[src/rtl/mem_req_ctrl.sv]
// mem_req_ctrl: request front-end between the pipeline MEM stage and mem_system.
// Accepts one load/store at a time, rejects malformed requests, holds the
// request stable toward mem_system until Done, and stalls the pipeline meanwhile.
// Keeps saturating hit/miss counters and a BUSY-state hang watchdog.
//
// Ports
//   clk, rst                 clock; asynchronous active-low reset
//   req_valid/rd/wr          pipeline request strobe and kind (load/store)
//   req_addr, req_wdata      byte address (must be even), store data
//   pipe_stall               hold the pipeline MEM stage
//   resp_valid, resp_rdata   one-cycle completion pulse, load data (held between responses)
//   ctrl_err, err_code       sticky error; 1 illegal, 2 mem_system err, 3 watchdog
//   hit_cnt, miss_cnt        completions in the accept cycle / after stall cycles
//   Addr, DataIn, Rd, Wr     request toward mem_system
//   DataOut, Done, Stall, err  response from mem_system (Stall is informational)
module mem_req_ctrl #(
    parameter int unsigned TIMEOUT_CYCLES = 64,
    parameter int unsigned CNT_W          = 16
) (
    input  logic             clk,
    input  logic             rst,
    input  logic             req_valid,
    input  logic             req_rd,
    input  logic             req_wr,
    input  logic [15:0]      req_addr,
    input  logic [15:0]      req_wdata,
    output logic             pipe_stall,
    output logic             resp_valid,
    output logic [15:0]      resp_rdata,
    output logic             ctrl_err,
    output logic [1:0]       err_code,
    output logic [CNT_W-1:0] hit_cnt,
    output logic [CNT_W-1:0] miss_cnt,
    output logic [15:0]      Addr,
    output logic [15:0]      DataIn,
    output logic             Rd,
    output logic             Wr,
    input  logic [15:0]      DataOut,
    input  logic             Done,
    input  logic             Stall,
    input  logic             err
);

    localparam int unsigned TW = (TIMEOUT_CYCLES > 1) ? $clog2(TIMEOUT_CYCLES) : 1;

    typedef enum logic [1:0] {IDLE, BUSY, ERR} state_t;

    state_t         state, state_nxt;
    logic [15:0]    addr_q, wdata_q, rdata_q;
    logic           rd_q, wr_q;
    logic [TW-1:0]  tmo_q;
    logic [1:0]     code_nxt;
    logic           legal, latch, hit_evt, miss_evt, tmo_clr, tmo_inc, code_set;
    logic           stall_unused;

    assign stall_unused = Stall;
    assign legal        = req_valid & (req_rd ^ req_wr) & ~req_addr[0];
    assign ctrl_err     = (state == ERR);

    always_comb begin
        state_nxt  = state;
        Addr       = '0;
        DataIn     = '0;
        Rd         = 1'b0;
        Wr         = 1'b0;
        pipe_stall = 1'b0;
        resp_valid = 1'b0;
        latch      = 1'b0;
        hit_evt    = 1'b0;
        miss_evt   = 1'b0;
        tmo_clr    = 1'b0;
        tmo_inc    = 1'b0;
        code_set   = 1'b0;
        code_nxt   = 2'd0;
        // Combinational outputs are forced low while reset is asserted.
        if (rst) begin
            unique case (state)
                IDLE: begin
                    if (legal) begin
                        Addr   = req_addr;
                        DataIn = req_wdata;
                        Rd     = req_rd;
                        Wr     = req_wr;
                        latch  = 1'b1;
                        if (Done) begin
                            resp_valid = 1'b1;
                            hit_evt    = 1'b1;
                        end else begin
                            pipe_stall = 1'b1;
                            tmo_clr    = 1'b1;
                            state_nxt  = BUSY;
                        end
                    end else if (req_valid) begin
                        pipe_stall = 1'b1;
                        code_set   = 1'b1;
                        code_nxt   = 2'd1;
                        state_nxt  = ERR;
                    end
                end
                BUSY: begin
                    Addr   = addr_q;
                    DataIn = wdata_q;
                    Rd     = rd_q;
                    Wr     = wr_q;
                    if (Done) begin
                        resp_valid = 1'b1;
                        miss_evt   = 1'b1;
                        state_nxt  = IDLE;
                    end else begin
                        pipe_stall = 1'b1;
                        if (tmo_q == TW'(TIMEOUT_CYCLES - 1)) begin
                            code_set  = 1'b1;
                            code_nxt  = 2'd3;
                            state_nxt = ERR;
                        end else begin
                            tmo_inc = 1'b1;
                        end
                    end
                end
                default: begin
                    pipe_stall = 1'b1;
                end
            endcase
            // mem_system error wins over Done and any other transition.
            if (err && state != ERR) begin
                resp_valid = 1'b0;
                hit_evt    = 1'b0;
                miss_evt   = 1'b0;
                pipe_stall = 1'b1;
                code_set   = 1'b1;
                code_nxt   = 2'd2;
                state_nxt  = ERR;
            end
        end
        resp_rdata = resp_valid ? (Rd ? DataOut : '0) : rdata_q;
    end

    always_ff @(posedge clk or negedge rst) begin
        if (!rst) begin
            state    <= IDLE;
            addr_q   <= '0;
            wdata_q  <= '0;
            rd_q     <= 1'b0;
            wr_q     <= 1'b0;
            tmo_q    <= '0;
            rdata_q  <= '0;
            err_code <= '0;
            hit_cnt  <= '0;
            miss_cnt <= '0;
        end else begin
            state <= state_nxt;
            if (latch) begin
                addr_q  <= req_addr;
                wdata_q <= req_wdata;
                rd_q    <= req_rd;
                wr_q    <= req_wr;
            end
            if (tmo_clr) begin
                tmo_q <= '0;
            end else if (tmo_inc) begin
                tmo_q <= tmo_q + 1'b1;
            end
            if (resp_valid) begin
                rdata_q <= resp_rdata;
            end
            if (code_set) begin
                err_code <= code_nxt;
            end
            if (hit_evt && hit_cnt != '1) begin
                hit_cnt <= hit_cnt + 1'b1;
            end
            if (miss_evt && miss_cnt != '1) begin
                miss_cnt <= miss_cnt + 1'b1;
            end
        end
    end

endmodule

[config.mk]
export PLATFORM = sky130hd
export DESIGN_NAME = mem_req_ctrl
export DESIGN_NICKNAME = d
export VERILOG_FILES = /design/src/rtl/mem_req_ctrl.sv
export SDC_FILE = /design/constraint.sdc
export NUM_CORES = 1
export LEC_CHECK = 0
export BUFFER_PORTS_ARGS = -buffer_cell sky130_fd_sc_hd__buf_2
export CORE_UTILIZATION = 46
export CTS_BUF_LIST = sky130_fd_sc_hd__clkbuf_16
export DETAILED_ROUTE_END_ITERATION = 6
export HOLD_SLACK_MARGIN = 0.1
export PLACE_DENSITY = 0.76
export SETUP_SLACK_MARGIN = 0.1
export SYNTH_ARGS = -nofsm -noshare
export SYNTH_HDL_FRONTEND = slang
export SYNTH_SLANG_ARGS = --single-unit
[constraint.sdc]
create_clock -name clk -period 2.2 [get_ports clk]
set_input_delay 0.33 -clock clk [delete_from_list [all_inputs] [get_ports clk]]
set_output_delay 0.33 -clock clk [all_outputs]
set_load 0.05 [all_outputs]
After elaboration in Yosys (flattened, before gate mapping). Index checks and enable logic that the tools add are counted.

Bits in registers: 92. Bits of input ports: 56. Output and inout bits: 87.

Bitwise logic cells: 4. Multiplexer cells: 63. $add $sub $neg: 3. Equal/unequal tests: 9. Reductions and logical operators: 7.

Operator list (number): 2-to-1 mux 16 bit (6); case mux 16 bit (2 select lines) (2); 2-to-1 mux 1 bit (36); adder 16 x 1 -> 16 bit, second input constant (2); inequality test 16 bit, second input constant (2); 2-to-1 mux 2 bit (10); 2-to-1 mux 6 bit (2); inequality test 4 bit, second input constant (3); case mux 1 bit (2 select lines) (5); case mux 2 bit (2 select lines) (2); adder 6 x 1 -> 6 bit, second input constant (1); == test 6 bit, second input constant (1); AND reduction 5 bit (1); logical AND 1 bit (3); nonzero test 3 bit (1); bitwise AND 1 bit (2); == test 2 x 1 -> 1 bit, second input constant (1); == test 2 bit, second input constant (1); zero test 2 bit (1); inequality test 2 bit, second input constant (1); nonzero test 2 bit (1); inverter 1 bit (1); bitwise XOR 1 bit (1).

Longest topological paths before layout. Gate-level depths: netlist of run 1.

Word-level depth: 8. Depth in mapped cells: 7.

Least setup slack after synthesis of run 1. OpenSTA, ideal clock, no wires.

Kind: register to output. Start point: register state[1]. End point: output resp_rdata[0]. Slack: -0.669 ns. Required time: 1.870 ns. Arrival time: 2.539 ns. Stages on the path, launching flop included: 8. Path buffers: 2. Path through: dfrtp_1 -> or3b_4 -> o32a_1 -> nor2_2 -> and2_1 -> buf_2 -> buf_4 -> a22o_1.

Word-level cells in the longest chain between the ends: 5. Elaborated cells on any way between the ends: 11. Classes of those cells: 2 x eq/ne; 7 x mux; 2 x reduce/logical.

Ends and longest elaborated chain: start, declared (RTL line 48) `state_t state, state_nxt;`; start signal, assigned (RTL line 151) `state <= state_nxt;`; == test 2 x 1 -> 1 bit or zero test 2 bit (tied branches) (RTL line 77) `unique case (state)`; case mux 1 bit (2 select lines) * (RTL line 77); 2-to-1 mux 1 bit * (RTL line 76) `if (rst) begin`; net Rd (RTL line 36) `output logic Rd,`; 2-to-1 mux 16 bit * (2 in series) (RTL line 135) `resp_rdata = resp_valid ? (Rd ? DataOut : '0) : rdata_q;`; end, declared (RTL line 29) `output logic [15:0] resp_rdata,`.

Mark *: on every way through the listed nets, which the timed path passes. The rest lies on a longest branch.

Worst setup path in the final report of run 1.
Start point: register state[0]. End point: output resp_rdata[10].

Word-level cells in the longest chain between the ends: 5. Elaborated cells on any way between the ends: 11. Classes of those cells: 2 x eq/ne; 7 x mux; 2 x reduce/logical.

Ends and longest elaborated chain (RTL line): == test 2 x 1 -> 1 bit (tied with other cells) (77); case mux 1 bit (2 select lines) or logical AND 1 bit (tied branches) (77, 125); 2-to-1 mux 1 bit, on equally long branches (76, 125); 2-to-1 mux 16 bit or 2-to-1 mux 1 bit (tied branches) (135, 76); 2-to-1 mux 16 bit * (135).

Mark *: on every way between the ends. The rest lies on a longest branch, timed or not.

==> results of run 1 <==
## area by class of cell
| class | instances | area, sq um | area share |
|---|---|---|---|
| Multi-Input combinational cell | 292 | 2970 | 0.384 |
| Sequential cell | 92 | 2300 | 0.298 |
| Timing Repair Buffer | 203 | 1990 | 0.257 |
| Inverter | 11 | 45.0 | 0.00582 |
| Tap cell | 133 | 166 | 0.0215 |
| Clock buffer | 9 | 225 | 0.0291 |
| Clock inverter | 7 | 35.0 | 0.00453 |
## per-layer routing
metal / vias to the layer above / GRT usage
met5: - / 0
met4: 0 / 0.132
met3: 60 / 0.0725
met2: 193 / 0.473
met1: 2173 / 0.332
li1: 1918 / -
## placed cells by master (no fill, tap or decap), types with 4 or more instances in the layout
cell	instances
sky130_fd_sc_hd__nor2_1	15
sky130_fd_sc_hd__nand3_1	15
sky130_fd_sc_hd__a22o_4	16
sky130_fd_sc_hd__inv_1	11
sky130_fd_sc_hd__xor2_1	20
sky130_fd_sc_hd__nand4_1	8
sky130_fd_sc_hd__buf_4	25
sky130_fd_sc_hd__a22o_1	18
sky130_fd_sc_hd__buf_8	42
sky130_fd_sc_hd__buf_6	25
sky130_fd_sc_hd__xnor2_1	13
sky130_fd_sc_hd__dfrtp_1	90
sky130_fd_sc_hd__clkbuf_16	12
sky130_fd_sc_hd__nor3_4	6
sky130_fd_sc_hd__mux2_4	29
sky130_fd_sc_hd__mux2_2	6
sky130_fd_sc_hd__and4_1	6
sky130_fd_sc_hd__buf_2	90
sky130_fd_sc_hd__buf_12	13
sky130_fd_sc_hd__nor2_4	34
sky130_fd_sc_hd__nand2_1	13
sky130_fd_sc_hd__a22oi_2	32
sky130_fd_sc_hd__nor2_2	4
sky130_fd_sc_hd__and3_1	4
## per-stage QoR
step / setup TNS, ns / hold slack (ns) / total power [mW] / area (sq um) / setup WS, ns
2_1_floorplan: -3.98 / 0.0344 / 2.04 / 5180 / -0.251
3_3_place_gp: -4.25 / 0.173 / 2.20 / 6160 / -0.123
3_5_place_dp: -5.25 / 0.171 / 2.22 / 6160 / -0.150
4_1_cts: -15.33 / 0.226 / 3.63 / 7380 / -0.423
5_1_grt: -19.09 / 0.243 / 3.82 / 7740 / -0.457
6_report: -15.27 / 0.238 / 3.70 / 7740 / -0.400
## registers in the layout, indices dropped and copies added, names as in the netlist
register / cells
tmo_q: 6
err_code: 2
addr_q: 16
rd_q: 1
state: 2
wr_q: 1
wdata_q: 16
hit_cnt: 16
miss_cnt: 16
rdata_q: 16
## repair_timing
| item | 4_1_cts | 5_1_grt |
|---|---|---|
| pin swaps | 47 | 26 |
| endpoints found under the hold margin | 3 | 0 |
| resized for setup | 171 | 70 |
| hold buffers | 2 | 0 |
| endpoints found under the setup margin | 62 | 116 |
| setup buffers | 18 | 10 |
| cloned | 8 | 5 |
## where the power goes
part / switching (mW) / leakage, nW / internal, mW
Sequential: 0.0683 / 1.23 / 1.77
Combinational: 0.245 / 2.17 / 0.199
Clock: 0.664 / 0.125 / 0.748
## path summary, 6_finish.rpt
kind,endpoint,startpoint
hold reg to reg,hit_cnt[15]$_DFFE_PN0P_,hit_cnt[15]$_DFFE_PN0P_
setup / recovery,resp_rdata[10],state[0]$_DFFE_PN0P_
min in group asynchronous,addr_q[6]$_DFFE_PN0P_,rst
max in group asynchronous,miss_cnt[15]$_DFFE_PN0P_,rst
setup reg to reg,hit_cnt[1]$_DFFE_PN0P_,state[0]$_DFFE_PN0P_
hold / removal,rdata_q[12]$_DFFE_PN0P_,DataOut[12]
## logic make-up after synthesis
group,count (synthesis),synth area share
fa+ha+maj,3,0.00815
flops,92,0.500
simple gates,130,0.152
compound gates,85,0.146
mux,36,0.0877
buf+inv,35,0.0375
xor+xnor,36,0.0684
==> results.sh, run 1 <==
export IMPL_status="finished with violations"
export IMPL_violated_checks="setup timing"
export IMPL_yosysTopAreaCellShare=0.500
export IMPL_hpwl_um=7670
export IMPL_ctsRootBufferMaster="sky130_fd_sc_hd__clkbuf_16"
export IMPL_layout_min_cycle_time_ns=2.60
export IMPL_routedWlPerCell_um=21.5
export IMPL_max_slew_margin=0.247
export IMPL_netlist_instances=417
export IMPL_p_per_area_nw_per_um2=478
export IMPL_portBuffers=141
export IMPL_critical_path_startpoint_type="flop"
export IMPL_syn_avg_cell_area_sq_um=11.0
export IMPL_gr_usage_all_layers=0.279
export IMPL_cts_buffers=9
export IMPL_highest_signal_layer="met4"
export IMPL_clock_insertion_delay_worst_skew_ns=0.35
export IMPL_post_route_clock_skew_ns=0.00589
export IMPL_synth_async_reset_ratio=1.00
export IMPL_crit_type="reg2out"
export IMPL_clk_pin_slew_worst_paths_ns=0.07
export IMPL_insertedDiodeCount=0
export IMPL_timing_final_crit_share=1.18
export IMPL_cells_taking_the_most_area_after_synthesis="sky130_fd_sc_hd__dfrtp_1, sky130_fd_sc_hd__mux2_2, sky130_fd_sc_hd__a22o_1"
export IMPL_setup_repair_after_global_routing_missed_its_margin="true"
export IMPL_timing_reg2reg_worst_path_depth=9
export IMPL_total_core_area_sq_um=9730
export IMPL_die_area_sq_um=10400
export IMPL_placement_rows=36
export IMPL_required_ns=1.87
export IMPL_grt_first_pass_wirelength_um=21900
export IMPL_ys_types=45
export IMPL_holdPathStages=2
export IMPL_worst_setup_path_end_kind="output port"
export IMPL_worst_path_stages=8
export IMPL_route_met2_wl_um=8190
export IMPL_grt_max_degree=70
export IMPL_synth_warnings=0
export IMPL_final_max_slew_violation_count=0
export IMPL_final_setup_violating_endpoints=54
export IMPL_post_route_drc_count=0
export IMPL_buffers_plus_inverters_on_the_worst_setup_path=3
export IMPL_clock_tree_from_tritoncts="yes"
export IMPL_setup_ws_ns=-0.400
export IMPL_overflow=0
export IMPL_yosysTopAreaCell="sky130_fd_sc_hd__dfrtp_1"
export IMPL_timing_max_cap_violations=0
export IMPL_clock_sink_count=92
export IMPL_die_width_um=102
export IMPL_globalplace_congestion=0.781
export IMPL_stdcell_count=747
export IMPL_final_hold_viol_count=0
export IMPL_wl_um=16100
export IMPL_worst_path_max_delay_cell="sky130_fd_sc_hd__or3b_4"
export IMPL_worst_pin_slew_ns=1.13
export IMPL_irDropWorstVdd_mv=0.345
export IMPL_netlist_top_cells_count="sky130_fd_sc_hd__dfrtp_1, sky130_fd_sc_hd__nor2_1, sky130_fd_sc_hd__mux2_2"
export IMPL_maxClockFrequency_mhz=385
export IMPL_hold_path_class="in2reg"
export IMPL_cp_top_family="simple AND/OR/NAND/NOR gates"
export IMPL_clock_path_buffers=2
export IMPL_leakagePower_nw=3.53
export IMPL_initialDrtViolationCount=196
export IMPL_synth_enable_flop_cells=0
export IMPL_route_vias_total=4344
export IMPL_cp_cell_sequence="or3b_4 > o32a_1 > nor2_4 > and2_4 > buf_6 > buf_16 > a22o_4 > buf_8"
export IMPL_route_layer_met1_wl_um=6230
export IMPL_critical_path_max_stage_delay_ns=0.42
export IMPL_num_nets_final=668
export IMPL_top_level_ports=143
export IMPL_num_fill_cells=568
export IMPL_vias_per_cell=5.82
export IMPL_drt_antenna_violating_nets=0
export IMPL_worst_endpoint_arrival_ns=2.27
export IMPL_met3_wirelength_um=993
export IMPL_grt_antenna_before_repair=0
export IMPL_utilization=0.795
export IMPL_ctsHtreeMaxLevel=3
export IMPL_synth_seq_cells=92
export IMPL_synth_fp_nets=476
export IMPL_final_layout_size_suffix_gt1_frac=0.594
export IMPL_timing_critical_path_fanout_max=8
export IMPL_start_util=0.474
export IMPL_synth_cell_area_sq_um=4610
export IMPL_synthMostInstantiatedCell="sky130_fd_sc_hd__dfrtp_1"
export IMPL_grt_pass1_vias=4232
export IMPL_seq_area_frac_synth=0.500
export IMPL_drtPass1Iterations=5
export IMPL_die_y_um=102
export IMPL_setup_reg_to_reg_worst_slack_ns=-0.05
export IMPL_synth_ff_type="sky130_fd_sc_hd__dfrtp_1"
export IMPL_area_growth_synth_to_final_pct=68.0
export IMPL_place_inst=697
Note: power is estimated with default switching activity, not from simulation.
==> run 2: changes to the inputs <==
--- a/config.mk
+++ b/config.mk
@@ -6,11 +6,11 @@
 export NUM_CORES = 1
 export LEC_CHECK = 0
 export BUFFER_PORTS_ARGS = -buffer_cell sky130_fd_sc_hd__buf_2
-export CORE_UTILIZATION = 46
+export CORE_UTILIZATION = 51
 export CTS_BUF_LIST = sky130_fd_sc_hd__clkbuf_16
 export DETAILED_ROUTE_END_ITERATION = 6
 export HOLD_SLACK_MARGIN = 0.1
-export PLACE_DENSITY = 0.76
+export PLACE_DENSITY = 0.8
 export SETUP_SLACK_MARGIN = 0.1
 export SYNTH_ARGS = -nofsm -noshare
 export SYNTH_HDL_FRONTEND = slang
==> constraint.sdc (replaced) <==
create_clock -name clk -period 2.55 [get_ports clk]
set_input_delay 0.3825 -clock clk [delete_from_list [all_inputs] [get_ports clk]]
set_output_delay 0.3825 -clock clk [all_outputs]
set_load 0.05 [all_outputs]
==> results.sh, run 2 (synthesis gave the netlist of run 1 again) <==
export IMPL_final_setup_violating_endpoints=3
export IMPL_clock_tree_from_tritoncts="yes"
export IMPL_utilization=0.747
export IMPL_final_layout_size_suffix_gt1_frac=0.485
export IMPL_drt_antenna_violating_nets=0
export IMPL_irDropWorstVdd_mv=0.349
export IMPL_grt_max_degree=55
export IMPL_max_slew_margin=0.552
export IMPL_routedWlPerCell_um=17.8
export IMPL_insertedDiodeCount=0
export IMPL_setup_ws_ns=-0.0126
export IMPL_worst_pin_slew_ns=0.671
export IMPL_die_width_um=97.0
export IMPL_post_route_clock_skew_ns=0.00941
export IMPL_maxClockFrequency_mhz=390
export IMPL_clk_pin_slew_worst_paths_ns=0.07
export IMPL_globalplace_congestion=0.797
export IMPL_p_per_area_nw_per_um2=506
export IMPL_timing_final_crit_share=1.00
export IMPL_final_max_slew_violation_count=0
export IMPL_multiInputGateArea_sq_um=2420
export IMPL_hpwl_um=7460
export IMPL_final_hold_viol_count=0
export IMPL_portBuffers=141
export IMPL_wl_um=12200
export IMPL_clock_sink_count=92
export IMPL_die_y_um=97.0
export IMPL_layout_min_cycle_time_ns=2.56
export IMPL_drtPass1Iterations=5
export IMPL_grt_pass1_vias=3987
export IMPL_clock_path_buffers=2
export IMPL_grt_first_pass_wirelength_um=19900
export IMPL_worst_endpoint_arrival_ns=2.18
export IMPL_fin_area_sq_um=6510
export IMPL_grt_antenna_before_repair=0
export IMPL_overflow=0
export IMPL_area_growth_synth_to_final_pct=41.4
export IMPL_worst_setup_path_end_kind="output port"
export IMPL_ctsHtreeMaxLevel=3
export IMPL_timing_max_cap_violations=0
export IMPL_status="finished with violations"
export IMPL_seq_area_sq_um=2300
export IMPL_hold_path_class="in2async"
export IMPL_die_area_sq_um=9420
export IMPL_placed_area_sq_um=5670
export IMPL_ctsRootBufferMaster="sky130_fd_sc_hd__clkbuf_16"
export IMPL_num_nets_final=631
export IMPL_violated_checks="setup timing"
export IMPL_top_level_ports=143
export IMPL_crit_type="reg2out"
export IMPL_route_vias_total=3998
export IMPL_timing_critical_path_fanout_max=7
export IMPL_gr_usage_all_layers=0.262
export IMPL_num_fill_cells=614
export IMPL_post_route_drc_count=0
export IMPL_layout_common_cells="sky130_fd_sc_hd__dfrtp_1, sky130_fd_sc_hd__buf_2, sky130_fd_sc_hd__mux2_2"
export IMPL_initialDrtViolationCount=204
export IMPL_setup_repair_after_global_routing_missed_its_margin="true"
export IMPL_critical_path_startpoint_type="flop"
export IMPL_clock_insertion_delay_worst_skew_ns=0.33
export IMPL_required_ns=2.17
export IMPL_vias_per_cell=5.84
export IMPL_start_util=0.528
export IMPL_leakagePower_nw=3.10
export IMPL_total_core_area_sq_um=8720
export IMPL_placement_rows=34
export IMPL_cts_buffers=9
## run 2: cell count changes in the layout (fill, tap and decap cells not counted), moves of 9 or more
cell	change
sky130_fd_sc_hd__buf_8	-26
sky130_fd_sc_hd__mux2_4	-29
sky130_fd_sc_hd__buf_12	-11
sky130_fd_sc_hd__mux2_2	+29
sky130_fd_sc_hd__nor2_4	-33
sky130_fd_sc_hd__nor2_2	+26
sky130_fd_sc_hd__buf_6	+9
sky130_fd_sc_hd__a22oi_1	+32
sky130_fd_sc_hd__a22oi_2	-32
## run 2: area by class of cell
class	instances	share of cell area
multi-input cells	294	0.372
flip-flops and latches	92	0.354
clock buffers	9	0.0346
clock inverters	7	0.0140
well taps	108	0.0207
inverters	11	0.00634
repair buffers	164	0.199
## run 2: power breakdown
part	internal (mW)	total, mW	leakage (nW)	switching (mW)
logic	0.139	0.328	1.72	0.190
clock network	0.854	1.40	0.147	0.547
registers	1.53	1.57	1.23	0.0390
total	2.52	3.30	3.10	0.776
## run 2: what timing repair did
item / 4_1_cts / 5_1_grt
buffers inserted: 4 / 5
hold buffers: 1 / 0
setup endpoints to repair: 49 / 49
cloned: 4 / 0
endpoints found under the hold margin: 1 / 0
pin swaps: 5 / 7
gates resized for setup: 98 / 24
## run 2: worst paths after layout
| check | startpoint | to | slack (ns) | cells past startpoint |
|---|---|---|---|---|
| setup / recovery | state[0]$_DFFE_PN0P_ | resp_rdata[0] | -0.01 | 6 |
| hold / removal | rst | wr_q$_DFFE_PN0P_ | 0.20 | 2 |
| setup reg to reg | state[0]$_DFFE_PN0P_ | hit_cnt[11]$_DFFE_PN0P_ | 0.22 | 7 |
| hold reg to reg | hit_cnt[6]$_DFFE_PN0P_ | hit_cnt[6]$_DFFE_PN0P_ | 0.49 | 1 |
| max in group asynchronous | rst | tmo_q[0]$_DFFE_PN0P_ | 1.84 | 2 |
| min in group clk | req_wdata[7] | wdata_q[7]$_DFFE_PN0P_ | 0.29 | 2 |
## run 2: per-stage QoR
stage                     worst slack, ns  hold slack [ns]  std cells  power [mW]  TNS (ns)
after CTS                         0.00107            0.208        680        3.32         0
final                             -0.0126            0.200        685        3.30   -0.0138
after detailed placement         -0.00916            0.201        655        1.90  -0.00916
after global routing              -0.0886            0.255        685        3.42     -2.14
after floorplan                    0.0408           0.0869        417        1.75         0
after global placement             0.0478            0.205        655        1.88         0
## run 2: critical path: stages (launching register included)
cell                      delay [ns]
sky130_fd_sc_hd__dfrtp_1        0.38
sky130_fd_sc_hd__or3b_4         0.43
sky130_fd_sc_hd__o32a_1         0.34
sky130_fd_sc_hd__nor2_4         0.14
sky130_fd_sc_hd__and2_4         0.26
sky130_fd_sc_hd__a22o_4         0.16
sky130_fd_sc_hd__buf_8          0.14
## run 2: per-layer routing
layer	vias up	wire, um	part of all wire	GRT usage
met5	-	0	0	0
met4	0	216	0.018	0.0643
li1	1824	-	-	-
met2	148	6350	0.52	0.447
met3	22	756	0.062	0.0600
met1	2004	4900	0.40	0.338
